==> src/rtl/rf_wb_arbiter_pkg.sv <==
// Shared constants and write-port record for the register-file writeback arbiter.
package rf_wb_arbiter_pkg;

   localparam int DATA_W = 32;
   localparam int ADDR_W = 5;

   typedef struct packed {
      logic              we;
      logic [ADDR_W-1:0] addr;
      logic [DATA_W-1:0] data;
   } rf_wr_t;

endpackage

==> src/rtl/rf_wb_fifo.sv <==
// Registered synchronous FIFO with head read; no bypass from push to head.
module rf_wb_fifo #(
   parameter int WIDTH = 37,
   parameter int DEPTH = 2
) (
   input  logic                     clk_i,
   input  logic                     rst_i,
   input  logic                     push_i,
   input  logic [WIDTH-1:0]         data_i,
   input  logic                     pop_i,
   output logic [WIDTH-1:0]         head_o,
   output logic [$clog2(DEPTH):0]   cnt_o
);

   localparam int PW = $clog2(DEPTH);
   localparam int CW = PW + 1;

   logic [WIDTH-1:0] mem_q [DEPTH];
   logic [PW-1:0]    wr_ptr_q;
   logic [PW-1:0]    rd_ptr_q;
   logic [CW-1:0]    cnt_q;

   // Storage carries no reset; only pointers and count define validity.
   always_ff @(posedge clk_i) begin
      if (push_i) begin
         mem_q[wr_ptr_q] <= data_i;
      end
   end

   always_ff @(posedge clk_i or posedge rst_i) begin
      if (rst_i) begin
         wr_ptr_q <= '0;
         rd_ptr_q <= '0;
         cnt_q    <= '0;
      end else begin
         if (push_i) begin
            wr_ptr_q <= wr_ptr_q + PW'(1);
         end
         if (pop_i) begin
            rd_ptr_q <= rd_ptr_q + PW'(1);
         end
         cnt_q <= cnt_q + CW'(push_i) - CW'(pop_i);
      end
   end

   assign head_o = mem_q[rd_ptr_q];
   assign cnt_o  = cnt_q;

endmodule

==> src/rtl/rf_wb_arbiter.sv <==
// Shares the register-file write port between pipeline WB and buffered MDU results,
// and tracks MDU destinations in a scoreboard that drives the decode stall.
module rf_wb_arbiter
   import rf_wb_arbiter_pkg::rf_wr_t;
#(
   parameter int DATA_W     = rf_wb_arbiter_pkg::DATA_W,
   parameter int ADDR_W     = rf_wb_arbiter_pkg::ADDR_W,
   parameter int FIFO_DEPTH = 2,
   parameter int STARVE_MAX = 4
) (
   input  logic                          clk,
   input  logic                          reset,
   input  logic                          wb_valid,
   input  logic [ADDR_W-1:0]             wb_addr,
   input  logic [DATA_W-1:0]             wb_data,
   input  logic                          mdu_valid,
   output logic                          mdu_ready,
   input  logic [ADDR_W-1:0]             mdu_addr,
   input  logic [DATA_W-1:0]             mdu_data,
   input  logic [ADDR_W-1:0]             dec_rs,
   input  logic [ADDR_W-1:0]             dec_rt,
   input  logic [ADDR_W-1:0]             dec_rd,
   input  logic                          dec_rd_we,
   input  logic                          iss_valid,
   input  logic [ADDR_W-1:0]             iss_addr,
   output logic                          stall,
   output logic                          rf_we,
   output logic [ADDR_W-1:0]             rf_waddr,
   output logic [DATA_W-1:0]             rf_wdata,
   output logic [$clog2(FIFO_DEPTH):0]   fifo_cnt
);

   localparam int NREG = 1 << ADDR_W;
   localparam int CW   = $clog2(FIFO_DEPTH) + 1;
   localparam int SW   = $clog2(STARVE_MAX + 1);

   logic [NREG-1:1]          busy_q, busy_d;
   logic [NREG-1:0]          busy_v;
   logic [SW-1:0]            starve_q, starve_d;
   logic [ADDR_W+DATA_W-1:0] head;
   logic [ADDR_W-1:0]        head_addr;
   logic [DATA_W-1:0]        head_data;
   logic                     fifo_empty;
   logic                     push;
   logic                     pop;
   logic                     issue;
   rf_wr_t                   wr;

   rf_wb_fifo #(
      .WIDTH (ADDR_W + DATA_W),
      .DEPTH (FIFO_DEPTH)
   ) u_fifo (
      .clk_i  (clk),
      .rst_i  (reset),
      .push_i (push),
      .data_i ({mdu_addr, mdu_data}),
      .pop_i  (pop),
      .head_o (head),
      .cnt_o  (fifo_cnt)
   );

   assign {head_addr, head_data} = head;
   assign busy_v     = {busy_q, 1'b0};
   assign fifo_empty = (fifo_cnt == '0);
   // Ready looks only at the registered count, so a full FIFO never accepts
   // a push in the same cycle it pops.
   assign mdu_ready  = (fifo_cnt < CW'(FIFO_DEPTH));
   assign push       = mdu_valid & mdu_ready;
   assign pop        = !wb_valid && !fifo_empty;

   always_comb begin
      wr = '0;
      if (!reset) begin
         if (wb_valid) begin
            wr.we   = (wb_addr != '0);
            wr.addr = wb_addr;
            wr.data = wb_data;
         end else if (!fifo_empty) begin
            wr.we   = (head_addr != '0);
            wr.addr = head_addr;
            wr.data = head_data;
         end
      end
   end

   assign rf_we    = wr.we;
   assign rf_waddr = wr.addr;
   assign rf_wdata = wr.data;

   assign stall = !reset && (busy_v[dec_rs] || busy_v[dec_rt] ||
                             (dec_rd_we && busy_v[dec_rd]) ||
                             (iss_valid && busy_v[iss_addr]) ||
                             (starve_q == SW'(STARVE_MAX)));
   assign issue = iss_valid && !stall && (iss_addr != '0);

   always_comb begin
      busy_d = busy_q;
      if (pop && (head_addr != '0)) begin
         busy_d[head_addr] = 1'b0;
      end
      if (issue) begin
         busy_d[iss_addr] = 1'b1;
      end
   end

   always_comb begin
      starve_d = starve_q;
      if (pop) begin
         starve_d = '0;
      end else if (wb_valid && !fifo_empty && (starve_q != SW'(STARVE_MAX))) begin
         starve_d = starve_q + SW'(1);
      end
   end

   always_ff @(posedge clk or posedge reset) begin
      if (reset) begin
         busy_q   <= '0;
         starve_q <= '0;
      end else begin
         busy_q   <= busy_d;
         starve_q <= starve_d;
      end
   end

endmodule

==> config.mk <==
export PLATFORM = sky130hd
export DESIGN_NAME = rf_wb_arbiter
export DESIGN_NICKNAME = d
export VERILOG_FILES = /design/src/rtl/rf_wb_arbiter_pkg.sv /design/src/rtl/rf_wb_fifo.sv /design/src/rtl/rf_wb_arbiter.sv
export SDC_FILE = /design/constraint.sdc
export NUM_CORES = 1
export LEC_CHECK = 0
export BUFFER_PORTS_ARGS = -buffer_cell sky130_fd_sc_hd__buf_2
export CAP_MARGIN = 20
export CORE_UTILIZATION = 57
export CTS_BUF_LIST = sky130_fd_sc_hd__clkbuf_2 sky130_fd_sc_hd__clkbuf_4 sky130_fd_sc_hd__clkbuf_8
export DETAILED_ROUTE_END_ITERATION = 6
export HOLD_SLACK_MARGIN = 0.15
export PLACE_DENSITY = 0.83
export SLEW_MARGIN = 20
export SYNTH_ARGS = -nofsm -noshare
export SYNTH_HDL_FRONTEND = slang
export SYNTH_SLANG_ARGS = --single-unit
==> constraint.sdc <==
create_clock -name clk -period 3.5 [get_ports clk]
set_clock_uncertainty 0.2 [all_clocks]
set_input_delay 0.525 -clock clk [delete_from_list [all_inputs] [get_ports clk]]
set_output_delay 0.525 -clock clk [all_outputs]
set_load 0.03 [all_outputs]
==> results_dict.tcl <==
set metrics [dict create \
    start_util 0.587 \
    avgSynthCellArea_um2 11.2 \
    postCtsSetupRepairBufs 0 \
    max_slew.worst_pin.slew_ns 0.896 \
    nets 837 \
    drt_first_pass_iters 5 \
    drc_errors 0 \
    grt_pass1_vias 5702 \
    synth-edff-count 74 \
    timing.rr.start "busy_q[6]$_DFF_PP0_" \
    cts_buffers 9 \
    htreeDepth 3 \
    synth-xor-area-share 0.00550 \
    p_leak_uw 0.00314 \
    cts_resized 0 \
    die_area_mm2 0.0116 \
    synth_top_area_share 0.349 \
    cp_cell_sequence "mux4_2 > and2_1 > a211oi_2 > a2111oi_0 > a2111oi_2 > a31oi_1 > buf_2" \
    final-seq-area_mm2 0.00317 \
    hpwl_um 12400 \
    vias 5784 \
    slew_viol_final 0 \
    clock.fmax_mhz 297 \
    gp_congestion 0.985 \
    cts_tree "done" \
    synthesis.area_mm2 0.00636 \
    finalSetupTns_ns 0 \
    cp-end-kind "output port" \
    synth_top_family_by_area "multiplexers" \
    cts_sinks 112 \
    hp-class "input pin to async pin" \
    syn_inst 567 \
    start_kind "flip-flop" \
    core_mm2 0.0108 \
    synthTopCellsByArea "edfxtp_1 35%, dfrtp_1 15%, mux2_2 6.9%" \
    layout-drive-gt1-share 0.317 \
    path_class "flip-flop to output port" \
    grt_max_degree 43 \
    critPathSlowestCell "mux4_2" \
    drt_wl_total_um 19500 \
    grt_first_pass_wirelength_um 29400 \
    fin_crit_ns 3.36 \
    hold_ws_ns 0.268 \
    drt_iter0_drc 626 \
    worst-path-max-fanout 5 \
    insertion_delay_ns 0.37 \
    dpl.cell_count 825 \
    crit_path_max_incr_delay_ns 0.48 \
    maxCapViolCount 0 \
    async_reset_ff_frac 0.339 \
    rsz0062_at_grt "no" \
    status "finished clean" \
    multi_input_area_mm2 0.00299 \
    placement_rows 38 \
    routedWlPerCell_um 22.2 \
    synth.most_common_cell "edfxtp_1" \
    synth_top_area_cell "edfxtp_1" \
    cts_root_buffer "clkbuf_8" \
    dieWidth_um 108 \
    crit_required_ns 2.77 \
    power.density_mw_per_mm2 671 \
    grt_overflow 0 \
    maxSlewHeadroom 0.403 \
    dieHeight_um 108 \
    layout-area-overhead-vs-synth_pct 22.3 \
    yosys.area_share.simple 0.118 \
    clk_pin_slew_ns 0.10 \
    port_buffers 141 \
    grt_usage 0.341 \
    final_cells 879 \
    worstReg2RegEnd "busy_q[16]$_DFF_PP0_" \
    post-route-period-util 0.961 \
    arrival_ns 2.64 \
    synth-seq-cells 112 \
    ios 142 \
    irDropWorstVdd_v 0.000443 \
    setup_violations 0 \
    n_fill_cell 697 \
    yosys.area_share.adder 0.00786 \
    synth-seq-area-share 0.499 \
    vias_per_cell 6.58 \
    yosys-top-cells-count "74 x edfxtp_1, 52 x nand2_1, 52 x nor2_1" \
    antenna_found_initial 1 \
    synth_compound_area_frac 0.162 \
    synth.area.mux_share 0.174 \
    hold_viol_final 0 \
    drtAntennaViolNets 0 \
    syn_nets 671 \
    r2r_cells 8 \
    yosysWarnings 0 \
    reg2reg_slack_ns 0.54 \
    synth_flop_cell "edfxtp_1" \
    clk_path_buf_depth 2 \
    yosysUniqueCellTypes 50 \
]
layout make-up:
type,instances,share of cell area
antenna,1,0.000321
inverter,12,0.00579
multi-input combinational,406,0.384
clock inverter,4,0.00675
clock buffer,12,0.0196
sequential,112,0.408
tap,140,0.0225
timing repair buffer,192,0.153
sequential cells by signal, indices dropped and copies added (netlist names):
name / cells
starve_q: 3
busy_q: 31
u_fifo.rd_ptr_q: 1
u_fifo.wr_ptr_q: 1
u_fifo.cnt_o: 2
u_fifo.mem_q: 74
cell families (layout without fill, tap and decap cells):
logic type | after synthesis | after routing
multiplexers | 92 | 92
buffers and inverters | 49 | 220
flip-flops | 112 | 112
XOR/XNOR | 4 | 4
AO/OA/AOI/OAI | 145 | 145
other | 0 | 1
adder cells (fa/ha/maj) | 4 | 4
AND/OR/NAND/NOR | 161 | 161
through the flow:
stage | setup WS (ns) | utilization | instance area (um^2) | total power [uW]
detailed placement | 0.147 | 0.665 | 7210 | 4320
global placement | 0.151 | 0.665 | 7210 | 4210
global route | 0.0160 | 0.718 | 7780 | 5450
finish | 0.136 | 0.718 | 7780 | 5220
CTS | 0.0122 | 0.717 | 7770 | 5130
floorplan | 0.342 | - | 6360 | 3610
what timing repair did:
action / in CTS / in global routing
hold buffers: 36 / 1
hold endpoints to repair: 72 / 2
setup endpoints to repair: 0 / 1
routing by layer:
metal,share of wire,up-vias,track usage,wire [um]
met5,0,-,0,0
met4,0.050,0,0.188,979
met3,0.10,99,0.0920,2000
met1,0.36,2761,0.409,6990
li1,-,2520,-,-
met2,0.49,404,0.557,9550
report_power, final:
part           switching (uW)  total, uW  leakage (uW)  internal [uW]
sequential                489       2310       0.00115           1820
combinational            1190       2120       0.00188            928
clock                     428        798      0.000108            370
worst max-delay path, delay by kind of cell (launching register included):
family / cells / cell delay, ns
AO/OA/AOI/OAI: 4 / 0.91
flip-flops: 1 / 0.47
AND/OR/NAND/NOR: 1 / 0.17
multiplexers: 1 / 0.48
buffers and inverters: 1 / 0.23
how the worst max path moves through the flow:
stage                        start     to  slack, ns  cells after the start
2_1_floorplan            dec_rd[1]  stall       0.34                      7
3_3_place_gp             dec_rd[0]  stall       0.15                      8
3_5_place_dp             dec_rd[0]  stall       0.15                      8
4_1_cts        busy_q[7]$_DFF_PP0_  stall       0.01                      7
5_1_grt        busy_q[7]$_DFF_PP0_  stall       0.02                      7
6_report       busy_q[6]$_DFF_PP0_  stall       0.14                      7
layout by cell type (no fill, tap or decap), drive strengths merged, types with 6 or more instances in the layout:
cell type | Yosys | final
o221ai | 8 | 8
o21ai | 39 | 39
inv | 12 | 13
mux2 | 39 | 39
dfrtp | 38 | 38
nand2 | 52 | 52
edfxtp | 74 | 74
a21oi | 14 | 14
buf | 7 | 155
mux4 | 11 | 11
mux2i | 42 | 42
o311ai | 24 | 24
nor2 | 52 | 52
a22oi | 40 | 40
nand3 | 16 | 16
nor2b | 6 | 6
dlygate4sd3 | 0 | 37
clkbuf | 30 | 12
nand3b | 6 | 6
Note: power is estimated with default switching activity, not from simulation.
